==> config.mk <==
export PLATFORM = sky130hd
export DESIGN_NAME = conv1d_ctrl_fsm
export DESIGN_NICKNAME = d
export VERILOG_FILES = /design/src/rtl/conv1d_ctrl_fsm.sv
export SDC_FILE = /design/constraint.sdc
export NUM_CORES = 1
export LEC_CHECK = 0
export ABC_CLOCK_PERIOD_IN_PS = 5300
export BUFFER_PORTS_ARGS = -buffer_cell sky130_fd_sc_hd__buf_4
export CORE_MARGIN = 4
export CORE_UTILIZATION = 40
export DETAILED_ROUTE_END_ITERATION = 10
export PLACE_DENSITY = 0.63
export SLEW_MARGIN = 5
export SYNTH_ARGS = -nofsm -noshare
export SYNTH_HDL_FRONTEND = slang
export SYNTH_SLANG_ARGS = --single-unit
==> constraint.sdc <==
create_clock -name clk_i -period 5.3 [get_ports clk_i]
set_input_delay 0.53 -clock clk_i [delete_from_list [all_inputs] [get_ports clk_i]]
set_output_delay 0.53 -clock clk_i [all_outputs]
set_load 0.005 [all_outputs]
==> src/rtl/conv1d_ctrl_fsm.sv <==
// Sequencing controller for a "valid" 1-D convolution engine: walks input/weight
// buffer addresses, issues MAC strobes and hands each output to the sink.
module conv1d_ctrl_fsm #(
  parameter int LEN_W = 10,
  parameter int KW    = 5,
  parameter int MAX_K = 16
) (
  input  logic             clk_i,
  input  logic             rst_i,
  input  logic             start_i,
  input  logic             clear_i,
  input  logic [LEN_W-1:0] in_len_i,
  input  logic [KW-1:0]    k_len_i,
  output logic             busy_o,
  output logic             done_o,
  output logic             error_o,
  output logic             rd_en_o,
  output logic [LEN_W-1:0] in_addr_o,
  output logic [KW-1:0]    w_addr_o,
  output logic             mac_en_o,
  output logic             mac_clr_o,
  output logic             mac_last_o,
  output logic             out_valid_o,
  output logic [LEN_W-1:0] out_addr_o,
  input  logic             out_ready_i
);

  // state   | meaning
  // S_IDLE  | waiting for start; config checked here
  // S_MAC   | issuing K buffer reads for output o
  // S_DRAIN | last tap in the MAC pipeline, no read
  // S_WRITE | result presented, waiting for out_ready_i
  typedef enum logic [1:0] {S_IDLE, S_MAC, S_DRAIN, S_WRITE} state_t;

  state_t           r_state;
  logic [KW-1:0]    r_k_len;
  logic [LEN_W-1:0] r_last_o;
  logic             w_cfg_bad;
  logic             w_k_last;

  assign w_cfg_bad = (k_len_i == '0) || (int'(k_len_i) > MAX_K) ||
                     (LEN_W'(k_len_i) > in_len_i);
  assign w_k_last  = (w_addr_o == r_k_len - KW'(1));

  always_ff @(posedge clk_i) begin
    if (rst_i) begin
      r_state     <= S_IDLE;
      r_k_len     <= '0;
      r_last_o    <= '0;
      busy_o      <= 1'b0;
      done_o      <= 1'b0;
      error_o     <= 1'b0;
      rd_en_o     <= 1'b0;
      in_addr_o   <= '0;
      w_addr_o    <= '0;
      mac_en_o    <= 1'b0;
      mac_clr_o   <= 1'b0;
      mac_last_o  <= 1'b0;
      out_valid_o <= 1'b0;
      out_addr_o  <= '0;
    end else begin
      // strobes trail the read by the fixed 1-cycle buffer latency
      mac_en_o   <= rd_en_o;
      mac_clr_o  <= rd_en_o && (w_addr_o == '0);
      mac_last_o <= rd_en_o && w_k_last;
      rd_en_o    <= 1'b0;

      if (clear_i) begin
        done_o  <= 1'b0;
        error_o <= 1'b0;
      end

      case (r_state)
        S_IDLE: begin
          if (start_i) begin
            r_k_len <= k_len_i;
            done_o  <= 1'b0;
            if (w_cfg_bad) begin
              error_o <= 1'b1;
            end else begin
              error_o    <= 1'b0;
              r_last_o   <= in_len_i - LEN_W'(k_len_i);
              busy_o     <= 1'b1;
              rd_en_o    <= 1'b1;
              in_addr_o  <= '0;
              w_addr_o   <= '0;
              out_addr_o <= '0;
              r_state    <= S_MAC;
            end
          end
        end
        S_MAC: begin
          if (w_k_last) begin
            r_state <= S_DRAIN;
          end else begin
            rd_en_o   <= 1'b1;
            in_addr_o <= in_addr_o + LEN_W'(1);
            w_addr_o  <= w_addr_o + KW'(1);
          end
        end
        S_DRAIN: begin
          out_valid_o <= 1'b1;
          r_state     <= S_WRITE;
        end
        S_WRITE: begin
          if (out_ready_i) begin
            out_valid_o <= 1'b0;
            if (out_addr_o == r_last_o) begin
              busy_o  <= 1'b0;
              done_o  <= 1'b1;
              r_state <= S_IDLE;
            end else begin
              out_addr_o <= out_addr_o + LEN_W'(1);
              in_addr_o  <= out_addr_o + LEN_W'(1);
              w_addr_o   <= '0;
              rd_en_o    <= 1'b1;
              r_state    <= S_MAC;
            end
          end
        end
        default: r_state <= S_IDLE;
      endcase
    end
  end

endmodule

==> impl_metrics.json, run 1 <==
{
  "synth_seq_cells": 50,
  "power_density_nw_per_um2": 351.8,
  "synth_area_leaders": "dfxtp_1 33%, ha_1 5.7%, a21oi_1 5.4%",
  "synth.distinct_cells": 65,
  "avgSynthCellArea_um2": 8.143,
  "end_kind": "register",
  "postCtsHoldBufs": 0,
  "coreArea_um2": 7370,
  "cts-buffers-inserted": 5,
  "critical_path_class": "in2reg",
  "multiInputGateArea_um2": 1921,
  "wl_per_cell_um": 15.74,
  "grt_overflow": 0,
  "cp_max_fo": 19,
  "drcViolationCount": 0,
  "grt_start_max_net_pins": 52,
  "clk_pin_slew_ns": 0.10,
  "grt_util_all_layers_pct": 18.38,
  "p_leak_nw": 1.414,
  "ir_drop_uv": 165.6,
  "synthArstFlopShare_pct": 0,
  "dr.pass1.iters": 5,
  "fmax_mhz": 339.7,
  "antenna_found_initial": 0,
  "hold_viol": 0,
  "ys_warn_count": 0,
  "syn_inst": 378,
  "numClockSinks": 50,
  "synth_top_area_share_pct": 32.52,
  "vias": 2933,
  "dp_hpwl_mm": 5.896,
  "gp_congestion": 0.8194,
  "totalWireLength_mm": 8.200,
  "syn_area_um2": 3078,
  "num-fill-cells": 747,
  "grt_pass1_vias": 2682,
  "p_total_mw": 1.275,
  "cp_common_cell": "nor2_1",
  "cts-resized-gates": 0,
  "hold_class": "reg2reg",
  "cp.arrival_ns": 3.16,
  "final-seq-area_um2": 1001,
  "yosysSeqAreaShare_pct": 32.52,
  "fin_crit_sh_pct": 55.54,
  "diodes": 0,
  "fin_skew_ns": 0.01554,
  "dieWidth_um": 95.72,
  "setup-violations-final": 0,
  "finish.net_count": 456,
  "initial_utilization_pct": 41.77,
  "numPortBuffers": 52,
  "worstPathRequired_ns": 5.52,
  "status": "completed",
  "clockBufferDepth": 2,
  "root_buffer": "clkbuf_8",
  "cts_tree": "built",
  "dieArea_um2": 9162,
  "rsz0062_at_grt": "no",
  "ant_nets": 0,
  "path_cells": "buf_4, ha_1, inv_1, fa_1, nand2_1, a21oi_1, o21ai_0, nor2_1, nor2_1, a211oi_1",
  "cts.htree.levels": 2,
  "drv_cap": 0,
  "ios": 53,
  "drtIter0Drc": 207,
  "clock_latency_ns": 0.32,
  "syn_nets": 413,
  "slew_headroom_pct": 17.70,
  "drive_gt1_share_pct": 17.77,
  "tightest_slew_ns": 1.230,
  "synth_edf_count": 0,
  "ys.flop_type": "dfxtp_1",
  "critPathLaunchType": "primary input",
  "post_cts_buffers": 0,
  "finalSetupTns_ns": 0,
  "die_h_um": 95.72,
  "syn_to_final_growth_pct": 17.72,
  "fin_hold_ws_ns": 0.4724,
  "num_rows": 31,
  "finalCriticalPeriod_ns": 2.944,
  "slowest_stage": "nor2_1",
  "drv_slew": 0,
  "grt_pass1_wl_mm": 13.25,
  "viasPerCell": 5.630,
  "synth_largest_area_cell": "dfxtp_1",
  "max_stage_delay_ns": 0.97
}
==> synth_stat cells (all sizes together), types with 7 or more instances <==
| library cell | number |
|---|---|
| dfxtp | 50 |
| nor2 | 39 |
| a21oi | 33 |
| nand2 | 29 |
| inv | 21 |
| nand3 | 19 |
| o21ai | 18 |
| xor2 | 15 |
| ha | 14 |
| a211oi | 12 |
| xnor2 | 12 |
| clkbuf | 9 |
| or3 | 8 |
| buf | 7 |
| mux2i | 7 |
| nand4 | 7 |
| o32ai | 7 |
==> state kept, by name, summed over array words and instances, names as in the netlist <==
name	cells
out_addr_o	10
r_last_o	10
rd_en_o	1
mac_last_o	1
r_state	2
r_k_len	5
mac_clr_o	1
in_addr_o	10
out_valid_o	1
busy_o	1
error_o	1
w_addr_o	5
done_o	1
mac_en_o	1
==> worst max-delay path, delay by kind of cell <==
| kind | cells | cell delay (ns) |
|---|---|---|
| AND/OR/NAND/NOR | 3 | 1.11 |
| AO/OA/AOI/OAI | 3 | 0.95 |
| adder cells (fa/ha/maj) | 2 | 0.38 |
| buffers and inverters | 2 | 0.19 |
==> worst paths after layout <==
path                                  from    endpoint  slack, ns  cells past startpoint
worst max-delay path            k_len_i[0]     rd_en_o       2.36                     10
worst min-delay path            r_k_len[4]  r_k_len[4]       0.47                      2
worst max register to register  r_state[0]     rd_en_o       2.59                      6
worst min register to register  r_k_len[4]  r_k_len[4]       0.47                      2
==> final cells by class <==
| cell class | count | share of cell area (%) |
|---|---|---|
| Timing Repair Buffer | 52 | 10.77 |
| Sequential cell | 50 | 27.62 |
| Clock buffer | 7 | 2.659 |
| Multi-Input combinational cell | 290 | 53.00 |
| Clock inverter | 1 | 0.2417 |
| Inverter | 22 | 2.279 |
| Tap cell | 99 | 3.419 |
==> through the flow <==
stage | instances | setup slack, ns | instance area [µm²] | util (%)
after floorplan | 378 | 2.716 | 3078 | -
after global placement | 513 | 2.110 | 3518 | 47.74
after detailed placement | 513 | 2.000 | 3518 | 47.74
after CTS | 521 | 2.348 | 3623 | 49.17
after global routing | 521 | 2.038 | 3623 | 49.17
final | 521 | 2.356 | 3623 | 49.17
==> power by group <==
part,switching (mW),total (mW),internal (mW)
combinational,0.337,0.553,0.215
clock,0.136,0.256,0.120
sequential,0.0431,0.466,0.423
total,0.517,1.27,0.758
==> routing by layer <==
layer  track usage [%]  share of wire [%]  vias to the layer above
met1             25.98                 46                     1343
met4             5.806                1.1                        0
met5                 0                  0                        -
met2             28.26                 45                      109
li1                  -                  -                     1473
met3             3.440                7.3                        8
==> cell families after synthesis <==
kind of cell             Yosys count  share of synthesized area, %
AO/OA/AOI/OAI                    105                         24.02
adder cells (fa/ha/maj)           15                         6.342
buffers and inverters             38                         5.081
flip-flops                        50                         32.52
AND/OR/NAND/NOR                  135                         21.71
multiplexers                       8                         2.642
XOR/XNOR                          27                         7.683
==> cell usage in the layout (no fill, tap or decap), drive strengths merged, types with 3 or more instances in the layout <==
cell type / n
a211oi: 12
a21oi: 33
a311oi: 4
and3: 4
buf: 52
clkbuf: 7
dfxtp: 50
ha: 14
inv: 21
mux2i: 7
nand2: 29
nand2b: 5
nand3: 19
nand4: 7
nor2: 39
nor2b: 4
nor3: 6
nor4: 4
o21ai: 18
o22ai: 3
o32ai: 7
or3: 8
or4: 3
xnor2: 12
xor2: 15
(Power assumes the default switching activity.)
==> run 2: changes to the inputs <==
Settings changed: ABC_CLOCK_PERIOD_IN_PS 5300 to 2600, PLACE_DENSITY 0.63 to 0.65.
Clock period 5.3 ns to 2.6 ns, I/O delays scaled along.
==> impl_metrics.json, run 2 (synthesis results as in run 1) <==
{
  "status": "completed",
  "initial_utilization_pct": 41.77,
  "p_leak_nw": 1.506,
  "diodes": 0,
  "r2r_setup_slack_ns": 0.20,
  "vias": 3035,
  "clock_latency_ns": 0.31,
  "grt_pass1_wl_mm": 13.50,
  "clockBufferDepth": 2,
  "numPortBuffers": 52,
  "ant_nets": 0,
  "finish.net_count": 475,
  "grt_util_met1_pct": 25.78,
  "max_stage_delay_ns": 0.57,
  "syn_to_final_growth_pct": 22.44,
  "rsz0062_at_grt": "no",
  "antenna_found_initial": 0,
  "top_regs": "in_addr_o (10), out_addr_o (10), r_last_o (10)",
  "ios": 53,
  "post_cts_buffers": 0,
  "drcViolationCount": 0,
  "grt_busiest_layer": "met2",
  "cp.arrival_ns": 2.61,
  "drv_cap": 0,
  "clk_pin_slew_ns": 0.08,
  "min_to": "error_o",
  "final_cell_mix": "70 x buf_4, 50 x dfxtp_1, 39 x nor2_1",
  "cp_num_buf_inv": 2,
  "finalSetupTns_ns": 0,
  "cts-resized-gates": 0,
  "final_common_cell": "buf_4",
  "wl_per_cell_um": 15.12,
  "grt_start_max_net_pins": 52,
  "r2r_end": "rd_en_o",
  "grt_util_met3_pct": 4.144,
  "drv_slew": 0,
  "critPathLaunchType": "register",
  "cts_tree": "built",
  "num-fill-cells": 747,
  "postCtsHoldBufs": 0,
  "fmax_mhz": 417.2,
  "gp_congestion": 0.8255,
  "cp_max_fo": 9,
  "p_total_mw": 2.639,
  "dieArea_um2": 9162,
  "end_kind": "register",
  "numClockSinks": 50,
  "use_met2_pct": 29.18,
  "dieWidth_um": 95.72,
  "ir_drop_uv": 421.6,
  "timing.rr.start": "r_k_len[0]",
  "fin_crit_sh_pct": 92.20,
  "hold_viol": 0,
  "power_density_nw_per_um2": 700.3,
  "path_cells": "inv_1, ha_1, nand3b_1, a21oi_1, o311ai_2, buf_4, and2_1, nor2_1, a211oi_1",
  "viasPerCell": 5.620,
  "cts.htree.levels": 2,
  "dp_hpwl_mm": 6.200,
  "finalCriticalPeriod_ns": 2.397,
  "dr.pass1.iters": 5,
  "totalWireLength_mm": 8.164,
  "grt_util_all_layers_pct": 18.44,
  "num_rows": 31,
  "slew_headroom_pct": 58.75,
  "coreArea_um2": 7370,
  "hp-start": "clear_i",
  "root_buffer": "clkbuf_8",
  "setup-violations-final": 0,
  "drive_gt1_share_pct": 21.32,
  "drtIter0Drc": 220,
  "die_h_um": 95.72,
  "hold_class": "in2reg",
  "slowest_stage": "o311ai_2",
  "fin_skew_ns": 0.009638,
  "worstRegToRegCells": 9,
  "tightest_slew_ns": 0.6177,
  "cts-buffers-inserted": 5,
  "worstPathRequired_ns": 2.81,
  "critical_path_class": "reg2reg",
  "grt_overflow": 0,
  "grt_pass1_vias": 2768,
  "critical_path.top_delay_family": "compound AO/OA/AOI/OAI gates",
  "worstHoldPathCells": 4,
  "fin_util_pct": 51.14
}
## run 2: cell types whose count changed in the layout (fill, tap and decap cells not counted)
cell | before | now
clkinvlp_4 | 0 | 1
buf_12 | 0 | 1
clkbuf_8 | 7 | 6
clkinv_2 | 0 | 1
clkinv_4 | 1 | 0
buf_4 | 52 | 70
## run 2: worst reg2reg max path, cell delays in order, from the launching register on
cell and delay, ns:
dfxtp_1 0.40, inv_1 0.06, ha_1 0.25, nand3b_1 0.11, a21oi_1 0.09, o311ai_2 0.57
buf_4 0.28, and2_1 0.20, nor2_1 0.07, a211oi_1 0.27
## run 2: routing by layer
metal	wire (µm)	share of wire [%]
met5	0	0
met4	88	1.1
met3	548	6.7
met2	3681	45
met1	3845	47
## run 2: layout make-up
class                   instances  area, µm²  area share, %
multi-input cells             290       1921          50.96
clock inverters                 2      12.51         0.3320
flip-flops and latches         50       1001          26.56
repair buffers                 71      545.5          14.48
well taps                      99      123.9          3.287
clock buffers                   6      82.58          2.191
inverters                      22      82.58          2.191
## run 2: metrics by stage
step           cell area [µm²]  setup slack (ns)  hold slack, ns  std cells
6_report                  3769            0.2028          0.2293        540
2_1_floorplan             3078            0.2858          0.3467        378
3_3_place_gp              3674            0.1340          0.4628        532
5_1_grt                   3769          0.004212          0.2307        540
3_5_place_dp              3674           0.09247          0.4624        532
4_1_cts                   3769            0.1985          0.2269        540
## run 2: report_power, final
part           internal (mW)  switching [mW]
combinational          0.517           0.695
clock                  0.214           0.262
sequential             0.862          0.0880
total                   1.59            1.05
## run 2: worst max-delay path by stage
stage,from,end,slack [ns],cells past startpoint
global route,r_k_len[0],r_state[1],0.004,8
CTS,r_k_len[0],r_state[1],0.20,8
floorplan,in_len_i[0],r_last_o[2],0.29,11
detailed placement,k_len_i[4],w_addr_o[2],0.09,9
finish,r_k_len[0],rd_en_o,0.20,9
global placement,k_len_i[4],in_addr_o[8],0.13,10
==> run 3: changes to the inputs <==
Settings changed: ABC_CLOCK_PERIOD_IN_PS 2600 to 3000, PLACE_DENSITY 0.65 to 0.63.
Clock period 2.6 ns to 3 ns, I/O delays scaled along.
==> impl_metrics.json, run 3 (synthesis results as in run 1) <==
{
  "drv_slew": 0,
  "cts.htree.levels": 2,
  "die_h_um": 95.72,
  "cts-buffers-inserted": 5,
  "cts-resized-gates": 0,
  "place_inst": 522,
  "ant_nets": 0,
  "drcViolationCount": 0,
  "multiInputGateArea_um2": 1921,
  "wl_per_cell_um": 15.95,
  "viasPerCell": 5.675,
  "p_sw_uw": 906.3,
  "num_rows": 31,
  "p_total_mw": 2.243,
  "p_leak_nw": 1.452,
  "clk_pin_slew_ns": 0.09,
  "finish.net_count": 465,
  "numClockSinks": 50,
  "drtIter0Drc": 166,
  "p_int_mw": 1.336,
  "rsz0062_at_grt": "no",
  "numPortBuffers": 52,
  "critical_path_class": "reg2reg",
  "grt_util_all_layers_pct": 18.95,
  "root_buffer": "clkbuf_8",
  "dieArea_um2": 9162,
  "grt_start_max_net_pins": 52,
  "clockBufferDepth": 2,
  "cp_max_fo": 11,
  "tightest_slew_ns": 0.8757,
  "hold_class": "in2reg",
  "drive_gt1_share_pct": 19.26,
  "status": "completed",
  "pre_cts_ws_ns": 0.4065,
  "finalSetupTns_ns": 0,
  "setup_ws_ns": 0.4213,
  "seqPwrFrac_pct": 36.8,
  "cp.arrival_ns": 2.79,
  "dieWidth_um": 95.72,
  "ir_drop_uv": 227.8,
  "end_kind": "register",
  "worstPathRequired_ns": 3.21,
  "ios": 53,
  "clkPwrFrac_pct": 18.5,
  "drv_cap": 0,
  "slew_headroom_pct": 41.53,
  "gp_congestion": 0.8296,
  "dp_hpwl_mm": 6.134,
  "diodes": 0,
  "finalCriticalPeriod_ns": 2.579,
  "grt_overflow": 0,
  "combPwrFrac_pct": 44.7,
  "dr.pass1.iters": 5,
  "coreArea_um2": 7370,
  "cts_tree": "built",
  "initial_utilization_pct": 41.77,
  "final-seq-area_um2": 1001,
  "power_density_nw_per_um2": 609.8,
  "final_common_cell": "buf_4",
  "num-fill-cells": 754,
  "final_cell_mix": "61 x buf_4, 50 x dfxtp_1, 39 x nor2_1",
  "setup-violations-final": 0,
  "p_sw_share_pct": 40.41,
  "antenna_found_initial": 0,
  "totalWireLength_mm": 8.453,
  "fin_crit_sh_pct": 85.96,
  "fmax_mhz": 387.8,
  "hold_viol": 0,
  "post_cts_buffers": 0,
  "syn_to_final_growth_pct": 19.47,
  "clock_latency_ns": 0.31,
  "vias": 3008,
  "postCtsHoldBufs": 0,
  "fin_skew_ns": 0.007925,
  "fin_cells": 530,
  "top_regs": "in_addr_o (10), out_addr_o (10), r_last_o (10)",
  "grt_pass1_vias": 2737,
  "grt_pass1_wl_mm": 13.66,
  "critPathLaunchType": "register"
}
run 3: cell count changes in the layout (fill, tap and decap cells not counted), sizes merged:
cell	change
clkinvlp	-1
buf	-10
clkbuf	+1
run 3: layer usage:
| metal | global-route usage [%] | wire length (µm) |
|---|---|---|
| met2 | 30.46 | 3905 |
| met5 | 0 | 0 |
| met1 | 26.24 | 3942 |
| met3 | 2.737 | 465 |
| met4 | 5.806 | 140 |
run 3: power groups by stage:
stage          registers [mW]  clock network, mW  logic (mW)
5_1_grt                 0.838              0.450        1.11
2_1_floorplan           0.825                  0       0.728
3_3_place_gp            0.840                  0       0.984
4_1_cts                 0.827              0.430       0.998
6_report                0.826              0.414        1.00
3_5_place_dp            0.842                  0       0.992
run 3: through the flow:
stage	cell area, µm²	util [%]	hold WS, ns
floorplan	3078	-	0.3867
global placement	3586	48.66	0.4638
detailed placement	3586	48.66	0.4702
CTS	3677	49.90	0.2526
global route	3677	49.90	0.2628
finish	3677	49.90	0.2614
run 3: worst max-delay path, cell delays in order, from the launching register on:
cell and delay, ns:
dfxtp_1 0.39, inv_1 0.06, ha_1 0.24, xor2_1 0.15, nor2_1 0.07, o311ai_2 0.73
buf_4 0.27, nand4_1 0.11, or3_1 0.32, o32ai_1 0.15
run 3: final cells by class:
cell class	count	area share, %
clock buffers	7	2.348
clock inverters	1	0.1361
inverters	22	2.246
multi-input cells	290	52.23
flip-flops and latches	50	27.22
well taps	99	3.368
repair buffers	61	12.45
run 3: worst paths after layout:
kind / slack, ns / depth (start not counted) / start / endpoint
worst max-delay path: 0.42 / 9 / r_k_len[0] / w_addr_o[3]
worst min-delay path: 0.26 / 3 / k_len_i[2] / r_k_len[2]
worst max register to register: 0.42 / 9 / r_k_len[0] / w_addr_o[3]
worst min register to register: 0.48 / 2 / r_k_len[1] / r_k_len[1]
